--- src/rtl/uart_word_loader.sv ---
// uart_word_loader: packs UART bytes into words and hands them to memory over valid/ready
module uart_word_loader #(
   parameter int                DATA_W      = 32,
   parameter int                ADDR_W      = 32,
   parameter logic [ADDR_W-1:0] BASE_ADDR   = '0,
   parameter bit                BIG_ENDIAN  = 1'b1,
   parameter int                TIMEOUT_CYC = 100000
) (
   input  logic              clk,
   input  logic              rst,
   input  logic              debug_en_i,
   input  logic              rx_done_i,
   input  logic [7:0]        rx_data_i,
   output logic              req_o,
   output logic              wr_valid_o,
   input  logic              wr_ready_i,
   output logic [ADDR_W-1:0] w_addr,
   output logic [DATA_W-1:0] w_data,
   output logic              word_done_o,
   output logic [ADDR_W-1:0] word_cnt_o,
   output logic              timeout_o,
   output logic              overrun_o
);
   localparam int NB = DATA_W / 8;
   localparam int IW = $clog2(NB + 1);
   localparam int TW = $clog2(TIMEOUT_CYC + 2);
   typedef enum logic {IDLE, COLLECT} col_st_t;
   typedef enum logic {EMPTY, FULL} out_st_t;
   col_st_t           col_st_q, col_st_d;
   out_st_t           out_st_q, out_st_d;
   logic [IW-1:0]     idx_q, idx_d, pos;
   logic [DATA_W-1:0] asm_q, asm_d, asm_nxt, data_q, data_d;
   logic [TW-1:0]     tmo_q, tmo_d;
   logic [ADDR_W-1:0] addr_q, addr_d, cnt_q, cnt_d;
   logic              done_q, done_d, tflag_q, tflag_d, ovr_q, ovr_d;
   logic              start, byte_in, complete, accept, full, fire;
   always_comb begin
      start    = debug_en_i && col_st_q == IDLE;
      byte_in  = debug_en_i && rx_done_i;
      complete = byte_in && idx_q == IW'(NB - 1);
      accept   = out_st_q == FULL && wr_ready_i;
      // a word still pending at a download start is cleared, so the buffer counts as free
      full     = out_st_q == FULL && !start && !wr_ready_i;
      pos      = BIG_ENDIAN ? IW'(NB - 1) - idx_q : idx_q;
      asm_nxt  = (asm_q & ~(DATA_W'(8'hFF) << (8 * pos))) | (DATA_W'(rx_data_i) << (8 * pos));
      fire     = TIMEOUT_CYC != 0 && debug_en_i && !byte_in && idx_q != '0 &&
                 tmo_q + TW'(1) == TW'(TIMEOUT_CYC);
      col_st_d = debug_en_i ? COLLECT : IDLE;
      idx_d    = !debug_en_i || fire || complete ? '0 : byte_in ? idx_q + IW'(1) : idx_q;
      asm_d    = !debug_en_i || fire || complete ? '0 : byte_in ? asm_nxt : asm_q;
      tmo_d    = TIMEOUT_CYC == 0 || !debug_en_i || byte_in || fire || idx_q == '0 ? '0 : tmo_q + TW'(1);
      out_st_d = complete && !full ? FULL : start || accept ? EMPTY : out_st_q;
      data_d   = complete && !full ? asm_nxt : data_q;
      addr_d   = start ? BASE_ADDR : accept ? addr_q + ADDR_W'(NB) : addr_q;
      cnt_d    = start ? '0 : accept ? cnt_q + ADDR_W'(1) : cnt_q;
      done_d   = accept;
      tflag_d  = !start && (tflag_q || fire);
      ovr_d    = !start && (ovr_q || (complete && full));
   end
   always_ff @(posedge clk) begin
      if (rst) begin
         col_st_q <= IDLE;
         out_st_q <= EMPTY;
         idx_q    <= '0;
         asm_q    <= '0;
         tmo_q    <= '0;
         data_q   <= '0;
         addr_q   <= BASE_ADDR;
         cnt_q    <= '0;
         done_q   <= 1'b0;
         tflag_q  <= 1'b0;
         ovr_q    <= 1'b0;
      end else begin
         col_st_q <= col_st_d;
         out_st_q <= out_st_d;
         idx_q    <= idx_d;
         asm_q    <= asm_d;
         tmo_q    <= tmo_d;
         data_q   <= data_d;
         addr_q   <= addr_d;
         cnt_q    <= cnt_d;
         done_q   <= done_d;
         tflag_q  <= tflag_d;
         ovr_q    <= ovr_d;
      end
   end
   assign req_o       = debug_en_i & ~rst;
   assign wr_valid_o  = out_st_q == FULL;
   assign w_addr      = addr_q;
   assign w_data      = data_q;
   assign word_done_o = done_q;
   assign word_cnt_o  = cnt_q;
   assign timeout_o   = tflag_q;
   assign overrun_o   = ovr_q;
endmodule

--- config.mk ---
export PLATFORM = sky130hd
export DESIGN_NAME = uart_word_loader
export DESIGN_NICKNAME = d
export VERILOG_FILES = /design/src/rtl/uart_word_loader.sv
export SDC_FILE = /design/constraint.sdc
export NUM_CORES = 1
export LEC_CHECK = 0
export CORE_MARGIN = 5
export CORE_UTILIZATION = 35
export CTS_CLUSTER_SIZE = 20
export DETAILED_ROUTE_END_ITERATION = 16
export SLEW_MARGIN = 20
export SYNTH_ARGS = -nofsm -noshare
export SYNTH_HDL_FRONTEND = slang
export SYNTH_SLANG_ARGS = --single-unit
--- constraint.sdc ---
create_clock -name clk -period 2.8 [get_ports clk]
set_clock_uncertainty 0.2 [all_clocks]
set_input_delay 0.42 -clock clk [delete_from_list [all_inputs] [get_ports clk]]
set_output_delay 0.42 -clock clk [all_outputs]
set_load 0.02 [all_outputs]
* After elaboration in Yosys (flattened, before gate mapping) *
Cells that the tools add are included.

storage, ports and cells
  bits in registers = 153
  input port bits = 13
  output and inout bits = 101
  logic and storage cells = 61

operators by class
  $add $sub $neg = 5
  eq/ne operators = 2
  shift operators = 2
  mux-type cells = 3
  bitwise operators = 6
  reductions and logical operators = 32

operators by type and width
  kind                                                  number
  adder 32 x 1 -> 32 bit (second input constant)        1
  adder 32 x 3 -> 32 bit (second input constant)        1
  bitwise AND 32 bit                                    1
  inverter 32 bit                                       1
  bitwise OR 32 bit                                     1
  left shift 8 x 6 -> 32 bit                            1
  left shift 8 x 6 -> 32 bit (first input constant)     1
  adder 17 x 1 -> 17 bit (second input constant)        1
  equality test 17 bit (second input constant)          1
  logical AND 1 bit                                     13
  logical OR 1 bit                                      8
  OR reduction 2 bit                                    3
  logical NOT 1 bit                                     5
  adder 3 x 1 -> 3 bit (second input constant)          1
  equality test 3 x 2 -> 1 bit (second input constant)  1
  logical NOT 3 bit                                     1
  2-to-1 mux 1 bit                                      3
  nonzero test 3 bit                                    1
  subtractor 2 x 3 -> 3 bit (first input constant)      1
  inverter 1 bit                                        2
  nonzero test 2 bit                                    1
  bitwise AND 1 bit                                     1

* Logic depth before layout (Yosys ltp) *
Gate-level depths: netlist of the first run.

  depth after elaboration = 8
  gate-level depth with buffers = 10
  depth with buffers taken out = 8

* Worst setup path before layout of the first run *
No wires, ideal clock.

  path type = reg2reg
  start = register tmo_q[0]
  end = register asm_q[24]
  library setup time = 0.136 ns
  arrival time = 2.142 ns
  required time = 2.464 ns
  setup slack = 0.322 ns
  cell stages (with the launch flop) = 9
  buffers on the path = 2
  period minus slack after synthesis = 2.478 ns
  cells stage by stage = dfxtp_1 > ha_1 > buf_2 > nand4_1 > nor3_1 > o21ai_1 > nor4_4 > buf_6 > nor3_1

on the way
  longest elaborated chain between the ends = 6

RTL lines
  item                           line  RTL
  start: declaration             33    logic [TW-1:0] tmo_q, tmo_d;
  start signal: assignment       78    tmo_q <= tmo_d;
  adder 17 x 1 -> 17 bit         47    tmo_q + TW'(1) == TW'(TIMEOUT_CYC);
  equality test 17 bit           47
  logical AND 1 bit              46    fire = TIMEOUT_CYC != 0 && debug_en_i && !byte_in && idx_q != '0 &&
  logical OR 1 bit (2 in a row)  50    asm_d = !debug_en_i || fire || complete ? '0 : byte_in ? asm_nxt : asm_q;
  OR reduction 2 bit (no line)   --
  end signal: assignment         77    asm_q <= asm_d;
  end: declaration               32    logic [DATA_W-1:0] asm_q, asm_d, asm_nxt, data_q, data_d;

Every way passes these cells.
A chain may end at the register's enable or synchronous reset.

* Final worst setup path of the first run *
  start = register tmo_q[0]
  end = register asm_q[26]

The elaborated chain is that of the path after synthesis.

==> results of run 1 <==
## worst min-delay path, delay by kind of cell, from the launching register on
| family | cells | cell delay, ns |
|---|---|---|
| DFF | 1 | 0.30 |
| and+or+nand+nor | 2 | 0.09 |
## repair_timing
action                     4_1_cts  5_1_grt
setup buffers                    0        1
hold buffers                     0        0
gates resized for setup          0        1
setup endpoints to repair        0       36
hold endpoints to repair         0        0
## path summary, 6_finish.rpt
check / from / end / slack (ns) / cells after the start
worst min-delay path: asm_q[4] / asm_q[4] / 0.24 / 2
worst min register to register: asm_q[4] / asm_q[4] / 0.24 / 2
worst max-delay path: tmo_q[0] / asm_q[26] / 0.28 / 8
worst max register to register: tmo_q[0] / asm_q[26] / 0.28 / 8
## placed cells by master, fill, tap and decap left out, types with 22 or more instances in the layout
cell / synthesis / final
a21oi_1: 46 / 46
nand2_1: 32 / 32
a211oi_1: 34 / 34
clkdlybuf4s50_1: 0 / 111
buf_4: 3 / 25
xor2_1: 47 / 47
nor3_1: 35 / 35
nand3_1: 39 / 39
a22oi_1: 24 / 24
nor2_1: 149 / 148
nand4_1: 22 / 22
dfxtp_1: 151 / 151
## layout make-up
class | instances | area [um^2]
sequential | 151 | 3020
clock inverter | 13 | 113
inverter | 10 | 37.5
tap | 229 | 287
multi-input combinational | 550 | 3250
clock buffer | 19 | 453
fill | 1727 | 9580
timing repair buffer | 138 | 1340
## registers in the layout (all words and copies together), names as in the netlist
name	count
col_st_q	1
word_cnt_o	32
word_done_o	1
overrun_o	1
w_data	32
wr_valid_o	1
tmo_q	17
w_addr	30
timeout_o	1
asm_q	32
idx_q	3
## power by group
part / internal (W) / switching [W]
clock network: 0.00121 / 0.000968
logic: 0.0000444 / 0.0000936
registers: 0.00215 / 0.00000300
total: 0.00341 / 0.00106
## metal layers
metal | routed length (um) | global-route usage, % | vias up
met4 | 255 | 5.08 | 0
met2 | 7110 | 22.7 | 134
li1 | - | - | 2853
met1 | 7960 | 20.5 | 2581
met5 | 0 | 0 | -
met3 | 795 | 3.53 | 19
## cell families after synthesis
logic type / Yosys count / synth area share (%)
adders and majority gates: 9 / 1.74
and+or+nand+nor: 347 / 26.4
DFF: 151 / 46.6
AOI/OAI and AO/OA: 124 / 12.6
other: 1 / 0.0578
xor gates and xnor gates: 68 / 9.19
buffers and inverters: 48 / 3.38
## per-stage QoR
stage	power (W)	hold slack [ns]	setup slack (ns)	area [um^2]
after floorplan	0.00228	0.217	0.322	6490
final	0.00447	0.239	0.284	8510
after CTS	0.00452	0.238	0.229	8500
after global routing	0.00463	0.258	0.0321	8510
after detailed placement	0.00234	0.228	0.230	7930
after global placement	0.00234	0.224	0.218	7930
==> metrics.csv, run 1 <==
stage,metric,value,unit
setup_path,top cell family by delay on the critical path,simple AND/OR/NAND/NOR gates,
clocking,maximum level of the CTS H-tree,4,
synth,primary flip-flop cell chosen by synthesis mapping,dfxtp_1,
sta,setup repair after global routing missed its margin,false,
routing,post-DR wirelength/cell,14.5,um
synth,cell accounting for the most synthesized area,dfxtp_1,
floorplanning,x dimension of the die,146,um
clocking,TritonCTS clock tree,built,
global_route,via count of the first global-routing pass,5144,
synth,post-synth top area share,46.6,%
clocking,Clock Pin Slew Worst Setup and Hold Paths,0.06,ns
run_status,status,"complete, no violations",
floorplanning,I/O pin count,114,
clocking,root cell of the clock tree,clkbuf_16,
sta,fmax,0.398,GHz
setup_path,CP Data Arrival Time,2.61,ns
setup_path,cells along the critical path,ha_2 > nand4_1 > nor3_2 > xor2_1 > nand4_1 > nor4_4 > buf_12 > nor3_1,
finish,diode count,0,
place,cell count after placement,1077,
sta,number of failing setup endpoints in the final timing report,0,
setup_path,Crit path top cell by count,nand4_1,
floorplanning,floorplan die height,146,um
setup_path,CP Buf/Inv Count,1,
routing,remaining design rule violation count,0,
synth,mapped cell area,0.00648,mm^2
routing,routed wire length,16100,um
routing,routed via count divided by cell count,5.03,
place,DP HPWL,11300,um
setup_path,critical-path maximum fanout,36,
synth,most numerous cell in the Yosys netlist,dfxtp_1,
finish,fraction of final layout cells with drive strength greater than 1,8.63,%
global_route,number of antenna violations at the first check in global routing,0,
sta,"Hold Violations, Final",0,
setup_path,slowest cell on the critical path,dfxtp_1,
synth,Synth warnings,0,
power_and_ir_drop,VDD IR max,386,uV
sta,post-layout min period,2.52,ns
clocking,total clock buffers created by CTS,17,
synth,share of synthesized area occupied by flip-flops and latches,46.6,%
power_and_ir_drop,power per cell area,526,mW/mm^2
routing,via count,5587,
global_route,overall global routing resource usage,14.8,%
finish,final core area utilization,47.0,%
setup_path,worst setup path class,reg -> reg,
synth,number of distinct library cells after synthesis,49,
global_route,largest net degree at the start of global routing,64,
sta,period utilization,89.8,%
clocking,clock latency reported for the late side of the worst-skew pair,0.42,ns
setup_path,startpoint type of the worst setup path,flop,
floorplanning,starting density of the core,35.8,%
floorplanning,num rows,49,
synth,share of flip-flops with an asynchronous set or reset after synthesis,0,%
global_route,global-route wire length before repair,26400,um
synth,"EDFF count, synth",0,
clocking,buffer depth of the longest clock path,2,
setup_path,delay of the slowest cell on the worst path,0.39,ns
finish,Final Non-Filler Cells,1110,
synth,cell types with the highest counts after synthesis,"151 x dfxtp_1, 149 x nor2_1, 47 x xor2_1",
setup_path,data required time at the worst endpoint,2.89,ns
floorplanning,full die area,0.0213,mm^2
routing,drt pass-1 iters,5,
synth,number of synthesized register bits,151,
sta,Relative slew margins,62.9,%
place,global placer's final weighted congestion,0.832,
min_path,HP Class,reg -> reg,
routing,Initial DRC Count,337,
routing,number of routed nets with antenna violations,0,
synth,cell types occupying the most area after synthesis,"dfxtp_1 47%, nor2_1 8.6%, xor2_1 6.4%",
place,Port Buffers,111,
sta,Final Max Tran Viols,0,
floorplanning,Core ar.,0.0181,mm^2
global_route,Overflow after GRT,0,
setup_path,critical path capture point type,flop,
synth,Post-Synthesis Cells,748,
job,max capacitance violation total,0,
sta,Fin Setup TNS,0,ns
finish,signed area change from the synthesized netlist to the final layout,31.2,%
finish,count of nets after finishing,890,
synth,Avg Synthesized Cell Area,8.67,um^2
clocking,clk sinks,151,
sta,Worst Max-Slew Pin Slew,0.555,ns
power_and_ir_drop,static leakage power,2.84,nW
No activity file was read; power rests on OpenSTA's default activity.
==> run 2, diff against run 1 <==
DONT_BUFFER_PORTS = 1   (was unset)
==> run 2 against run 1 <==
Against the previous run: register-to-register slack better by 0.09 ns; worst setup slack better by 0.086 ns; sequential share of layout area is 5.1 points higher; hold slack worse by 0.20 ns; via count is 7.5% lower; non-clock buffer count is 114 lower; largest cell class unchanged; highest routed layer unchanged.
==> metrics.csv, run 2 (synthesis gave the netlist of run 1 again) <==
stage,metric,value,unit
routing,remaining design rule violation count,0,
sta,setup repair after global routing missed its margin,false,
routing,Initial DRC Count,283,
setup_path,critical-path maximum fanout,36,
power_and_ir_drop,power share of the sequential group,46.2,%
sta,final-layout worst hold slack,0.0345,ns
global_route,overall global routing resource usage,14.5,%
power_and_ir_drop,static leakage power,2.46,nW
routing,drt pass-1 iters,4,
sta,period utilization,86.8,%
clocking,clk sinks,151,
floorplanning,num rows,49,
floorplanning,floorplan die height,146,um
sta,Relative slew margins,55.3,%
power_and_ir_drop,Int Power,0.00363,W
routing,routed via count divided by cell count,5.19,
clocking,count of instances resized after the clock tree is built,0,
clocking,TritonCTS clock tree,built,
clocking,maximum level of the CTS H-tree,4,
clocking,Clock Pin Slew Worst Setup and Hold Paths,0.06,ns
power_and_ir_drop,proportion of power drawn by combinational gates,2.2,%
routing,via count,5168,
place,Port Buffers,0,
finish,signed area change from the synthesized netlist to the final layout,14.9,%
finish,"top library cells by usage in the layout, fill and taps aside","151 x dfxtp_1, 148 x nor2_1, 47 x xor2_1",
finish,Storage cell area,0.00302,mm^2
finish,final design area excluding fillers,0.00745,mm^2
setup_path,startpoint type of the worst setup path,flop,
finish,diode count,0,
routing,post-DR wirelength/cell,15.8,um
clocking,root cell of the clock tree,clkbuf_16,
power_and_ir_drop,Switching Power,0.00104,W
floorplanning,full die area,0.0213,mm^2
clocking,total clock buffers created by CTS,17,
place,standard cell area after detailed placement,0.00680,mm^2
power_and_ir_drop,Clock Power Share,51.7,%
routing,routed wire length,15700,um
finish,"most common cell after layout, fill and taps aside",dfxtp_1,
global_route,number of antenna violations at the first check in global routing,0,
setup_path,worst setup path class,reg -> reg,
finish,count of nets after finishing,776,
setup_path,CP Data Arrival Time,2.52,ns
clocking,clock latency reported for the late side of the worst-skew pair,0.41,ns
floorplanning,x dimension of the die,146,um
sta,"Hold Violations, Final",0,
power_and_ir_drop,VDD IR max,388,uV
power_and_ir_drop,power per cell area,627,mW/mm^2
sta,Final Max Tran Viols,0,
power_and_ir_drop,switching part of the total power,22.3,%
global_route,largest net degree at the start of global routing,65,
sta,post-layout min period,2.43,ns
finish,fraction of final layout cells with drive strength greater than 1,9.52,%
floorplanning,I/O pin count,114,
place,DP HPWL,10800,um
job,max capacitance violation total,0,
finish,Layout fillers,1799,
sta,Fin Setup TNS,0,ns
power_and_ir_drop,"sum of internal, switching and leakage power",0.00467,W
setup_path,data required time at the worst endpoint,2.89,ns
sta,Worst Max-Slew Pin Slew,0.670,ns
finish,area of the multi-input gates,0.00326,mm^2
global_route,via count of the first global-routing pass,4693,
sta,fmax,0.412,GHz
floorplanning,starting density of the core,35.8,%
run_status,status,"complete, no violations",
global_route,Overflow after GRT,0,
min_path,HP Class,in -> reg,
setup_path,critical path capture point type,flop,
clocking,buffer depth of the longest clock path,2,
floorplanning,Core ar.,0.0181,mm^2
sta,number of failing setup endpoints in the final timing report,0,
place,global placer's final weighted congestion,0.860,
global_route,global-route wire length before repair,25400,um
routing,number of routed nets with antenna violations,0,
[run 2: power by group through the flow]
| stage | logic, W | clock network, W | registers (W) |
|---|---|---|---|
| finish | 0.000101 | 0.00241 | 0.00216 |
| global route | 0.000111 | 0.00258 | 0.00215 |
| floorplan | 0.0000762 | 0 | 0.00220 |
| CTS | 0.000102 | 0.00248 | 0.00215 |
| global placement | 0.0000905 | 0 | 0.00220 |
| detailed placement | 0.0000906 | 0 | 0.00220 |
[run 2: through the flow]
stage	cells	setup WS (ns)	util [%]
global placement	963	0.409	37.6
floorplan	749	0.322	-
CTS	996	0.373	41.2
finish	996	0.370	41.2
global route	996	0.0903	41.2
detailed placement	963	0.388	37.6
[run 2: timing repair]
item                      in CTS  in global routing
setup buffers                  0                  0
hold buffers                   1                  0
hold endpoints to repair      34                  0
[run 2: per-layer routing]
metal / wire (um) / vias up / track usage [%]
li1: - / 2629 / -
met1: 7130 / 2392 / 18.7
met2: 7270 / 132 / 22.9
met3: 1060 / 15 / 4.83
met4: 248 / 0 / 4.99
met5: 0 / - / 0
[run 2: worst paths after layout]
| check | start | to | slack [ns] | depth (start not counted) |
|---|---|---|---|---|
| setup / recovery | tmo_q[0] | asm_q[12] | 0.37 | 8 |
| hold / removal | wr_ready_i | word_done_o | 0.03 | 2 |
| setup reg to reg | tmo_q[0] | asm_q[12] | 0.37 | 8 |
| hold reg to reg | asm_q[0] | asm_q[0] | 0.24 | 2 |
[run 2: layout make-up]
type	count	area share, %
multi-input cells	550	43.7
flip-flops and latches	151	40.6
clock buffers	18	5.90
well taps	229	3.85
repair buffers	24	2.92
clock inverters	14	2.49
inverters	10	0.504
[run 2: critical path, cell delays in order, from the launching register on]
cell and delay [ns]:
dfxtp_1 0.39, ha_1 0.21, nand4_1 0.24, nor3_2 0.20, xor2_1 0.23, nand4_1 0.18
nor4_4 0.34, buf_12 0.24, nor3_1 0.07
==> run 3, diff against run 2 <==
clock period = 2.69 ns   (was 2.8 ns; I/O delays follow)
==> run 3 against run 2 <==
Against the previous run: combinational power up 7%; maximum frequency down 1.0%; utilization up 0.33 points; clock power up 4%; final area up 0.79%; non-clock buffer count up 8; via count up 0.97%; clock-buffer cell count down 1; first-iteration DRC count up 5.7%; sequential share of layout area down 0.32 points; hold slack worse by 0.019 ns; critical path depth unchanged; critical path type unchanged; largest cell class unchanged; largest power group unchanged; highest routed layer unchanged.
==> metrics.csv, run 3 (synthesis gave the netlist of run 1 again) <==
stage,metric,value,unit
run_status,status,"complete, no violations",
place,Port Buffers,0,
sta,smallest setup slack after layout,0.235,ns
setup_path,CP Data Arrival Time,2.55,ns
clocking,buffer depth of the longest clock path,2,
place,global placer's final weighted congestion,0.822,
setup_path,startpoint type of the worst setup path,flop,
setup_path,critical-path maximum fanout,36,
sta,fmax,0.407,GHz
global_route,overall global routing resource usage,14.6,%
finish,Layout fillers,1786,
finish,area of the multi-input gates,0.00326,mm^2
routing,remaining design rule violation count,0,
power_and_ir_drop,Clock Power Share,51.6,%
global_route,Overflow after GRT,0,
place,Worst Setup Slack post-DPL,0.252,ns
routing,Initial DRC Count,299,
sta,post-layout min period,2.46,ns
sta,"Hold Violations, Final",0,
power_and_ir_drop,Int Power,0.00370,W
clocking,maximum level of the CTS H-tree,4,
floorplanning,starting density of the core,35.8,%
place,DP HPWL,10900,um
finish,count of nets after finishing,784,
power_and_ir_drop,static leakage power,2.51,nW
clocking,clock latency reported for the late side of the worst-skew pair,0.42,ns
routing,post-DR wirelength/cell,15.7,um
setup_path,critical path capture point type,flop,
clocking,TritonCTS clock tree,built,
setup_path,top cell family by delay on the critical path,simple AND/OR/NAND/NOR gates,
clocking,total clock buffers created by CTS,17,
clocking,Clock Pin Slew Worst Setup and Hold Paths,0.07,ns
floorplanning,Core ar.,0.0181,mm^2
power_and_ir_drop,proportion of power drawn by combinational gates,2.2,%
sta,Fin Setup TNS,0,ns
setup_path,data required time at the worst endpoint,2.79,ns
sta,Final Max Tran Viols,0,
routing,drt pass-1 iters,4,
setup_path,delay of the slowest cell on the worst path,0.39,ns
floorplanning,I/O pin count,114,
clocking,buffer count from post-CTS setup fixing,0,
clocking,count of instances resized after the clock tree is built,0,
setup_path,Crit path top cell by count,nand4_1,
global_route,via count of the first global-routing pass,4728,
finish,"top library cells by usage in the layout, fill and taps aside","151 x dfxtp_1, 148 x nor2_1, 47 x xor2_1",
sta,number of failing setup endpoints in the final timing report,0,
setup_path,CP Buf/Inv Count,1,
clocking,clk sinks,151,
setup_path,worst setup path class,reg -> reg,
clocking,root cell of the clock tree,clkbuf_16,
global_route,number of antenna violations at the first check in global routing,0,
power_and_ir_drop,switching part of the total power,23.8,%
finish,diode count,0,
job,max capacitance violation total,0,
floorplanning,full die area,0.0213,mm^2
power_and_ir_drop,power share of the sequential group,46.2,%
global_route,global-route wire length before repair,25400,um
min_path,HP Class,in -> reg,
finish,signed area change from the synthesized netlist to the final layout,15.8,%
power_and_ir_drop,VDD IR max,405,uV
finish,"most common cell after layout, fill and taps aside",dfxtp_1,
sta,Worst Max-Slew Pin Slew,0.642,ns
clocking,hold buffers post-CTS,3,
finish,fraction of final layout cells with drive strength greater than 1,10.2,%
setup_path,cells along the critical path,ha_1 > nand4_1 > nor3_2 > xor2_1 > nand4_1 > nor4_4 > buf_12 > nor3_1,
sta,period utilization,91.3,%
routing,routed via count divided by cell count,5.20,
finish,Final Non-Filler Cells,1004,
place,cell count after placement,969,
global_route,largest net degree at the start of global routing,64,
floorplanning,num rows,49,
power_and_ir_drop,power per cell area,647,mW/mm^2
floorplanning,x dimension of the die,146,um
finish,Storage cell area,0.00302,mm^2
power_and_ir_drop,Switching Power,0.00116,W
sta,Relative slew margins,57.2,%
routing,number of routed nets with antenna violations,0,
sta,setup repair after global routing missed its margin,false,
routing,routed wire length,15800,um
routing,via count,5218,
floorplanning,floorplan die height,146,um
setup_path,slowest cell on the critical path,dfxtp_1,
## run 3: layout make-up
type | count | area share [%]
multi-input combinational | 550 | 43.4
sequential | 151 | 40.3
clock buffer | 17 | 5.67
tap | 229 | 3.82
timing repair buffer | 32 | 3.60
clock inverter | 15 | 2.73
inverter | 10 | 0.500
## run 3: worst paths after layout
| kind | cells past startpoint | slack (ns) | startpoint | endpoint |
|---|---|---|---|---|
| worst max-delay path | 8 | 0.23 | tmo_q[0] | asm_q[20] |
| worst min-delay path | 2 | 0.02 | wr_ready_i | word_done_o |
| worst max register to register | 8 | 0.23 | tmo_q[0] | asm_q[20] |
| worst min register to register | 2 | 0.24 | asm_q[0] | asm_q[0] |
## run 3: per-stage QoR
step | power [W] | utilization (%) | hold slack (ns) | cell area (um^2)
after floorplan | 0.00237 | - | 0.217 | 6490
after global placement | 0.00239 | 37.8 | 0.224 | 6830
after detailed placement | 0.00239 | 37.8 | 0.228 | 6830
after CTS | 0.00493 | 41.5 | 0.00757 | 7500
after global routing | 0.00504 | 41.5 | 0.0276 | 7500
final | 0.00485 | 41.5 | 0.0155 | 7500
## run 3: metal layers
layer	vias up	GRT usage (%)	routed length, um
li1	2644	-	-
met1	2426	18.7	7150
met2	140	23.1	7310
met3	8	5.02	1170
met4	0	4.80	151
met5	-	0	0
## run 3: power groups by stage
stage          clock network [W]  logic [W]  registers, W
2_1_floorplan                  0  0.0000794       0.00229
3_3_place_gp                   0  0.0000942       0.00229
3_5_place_dp                   0  0.0000950       0.00229
4_1_cts                  0.00258   0.000110       0.00224
5_1_grt                  0.00268   0.000120       0.00224
6_report                 0.00250   0.000108       0.00224
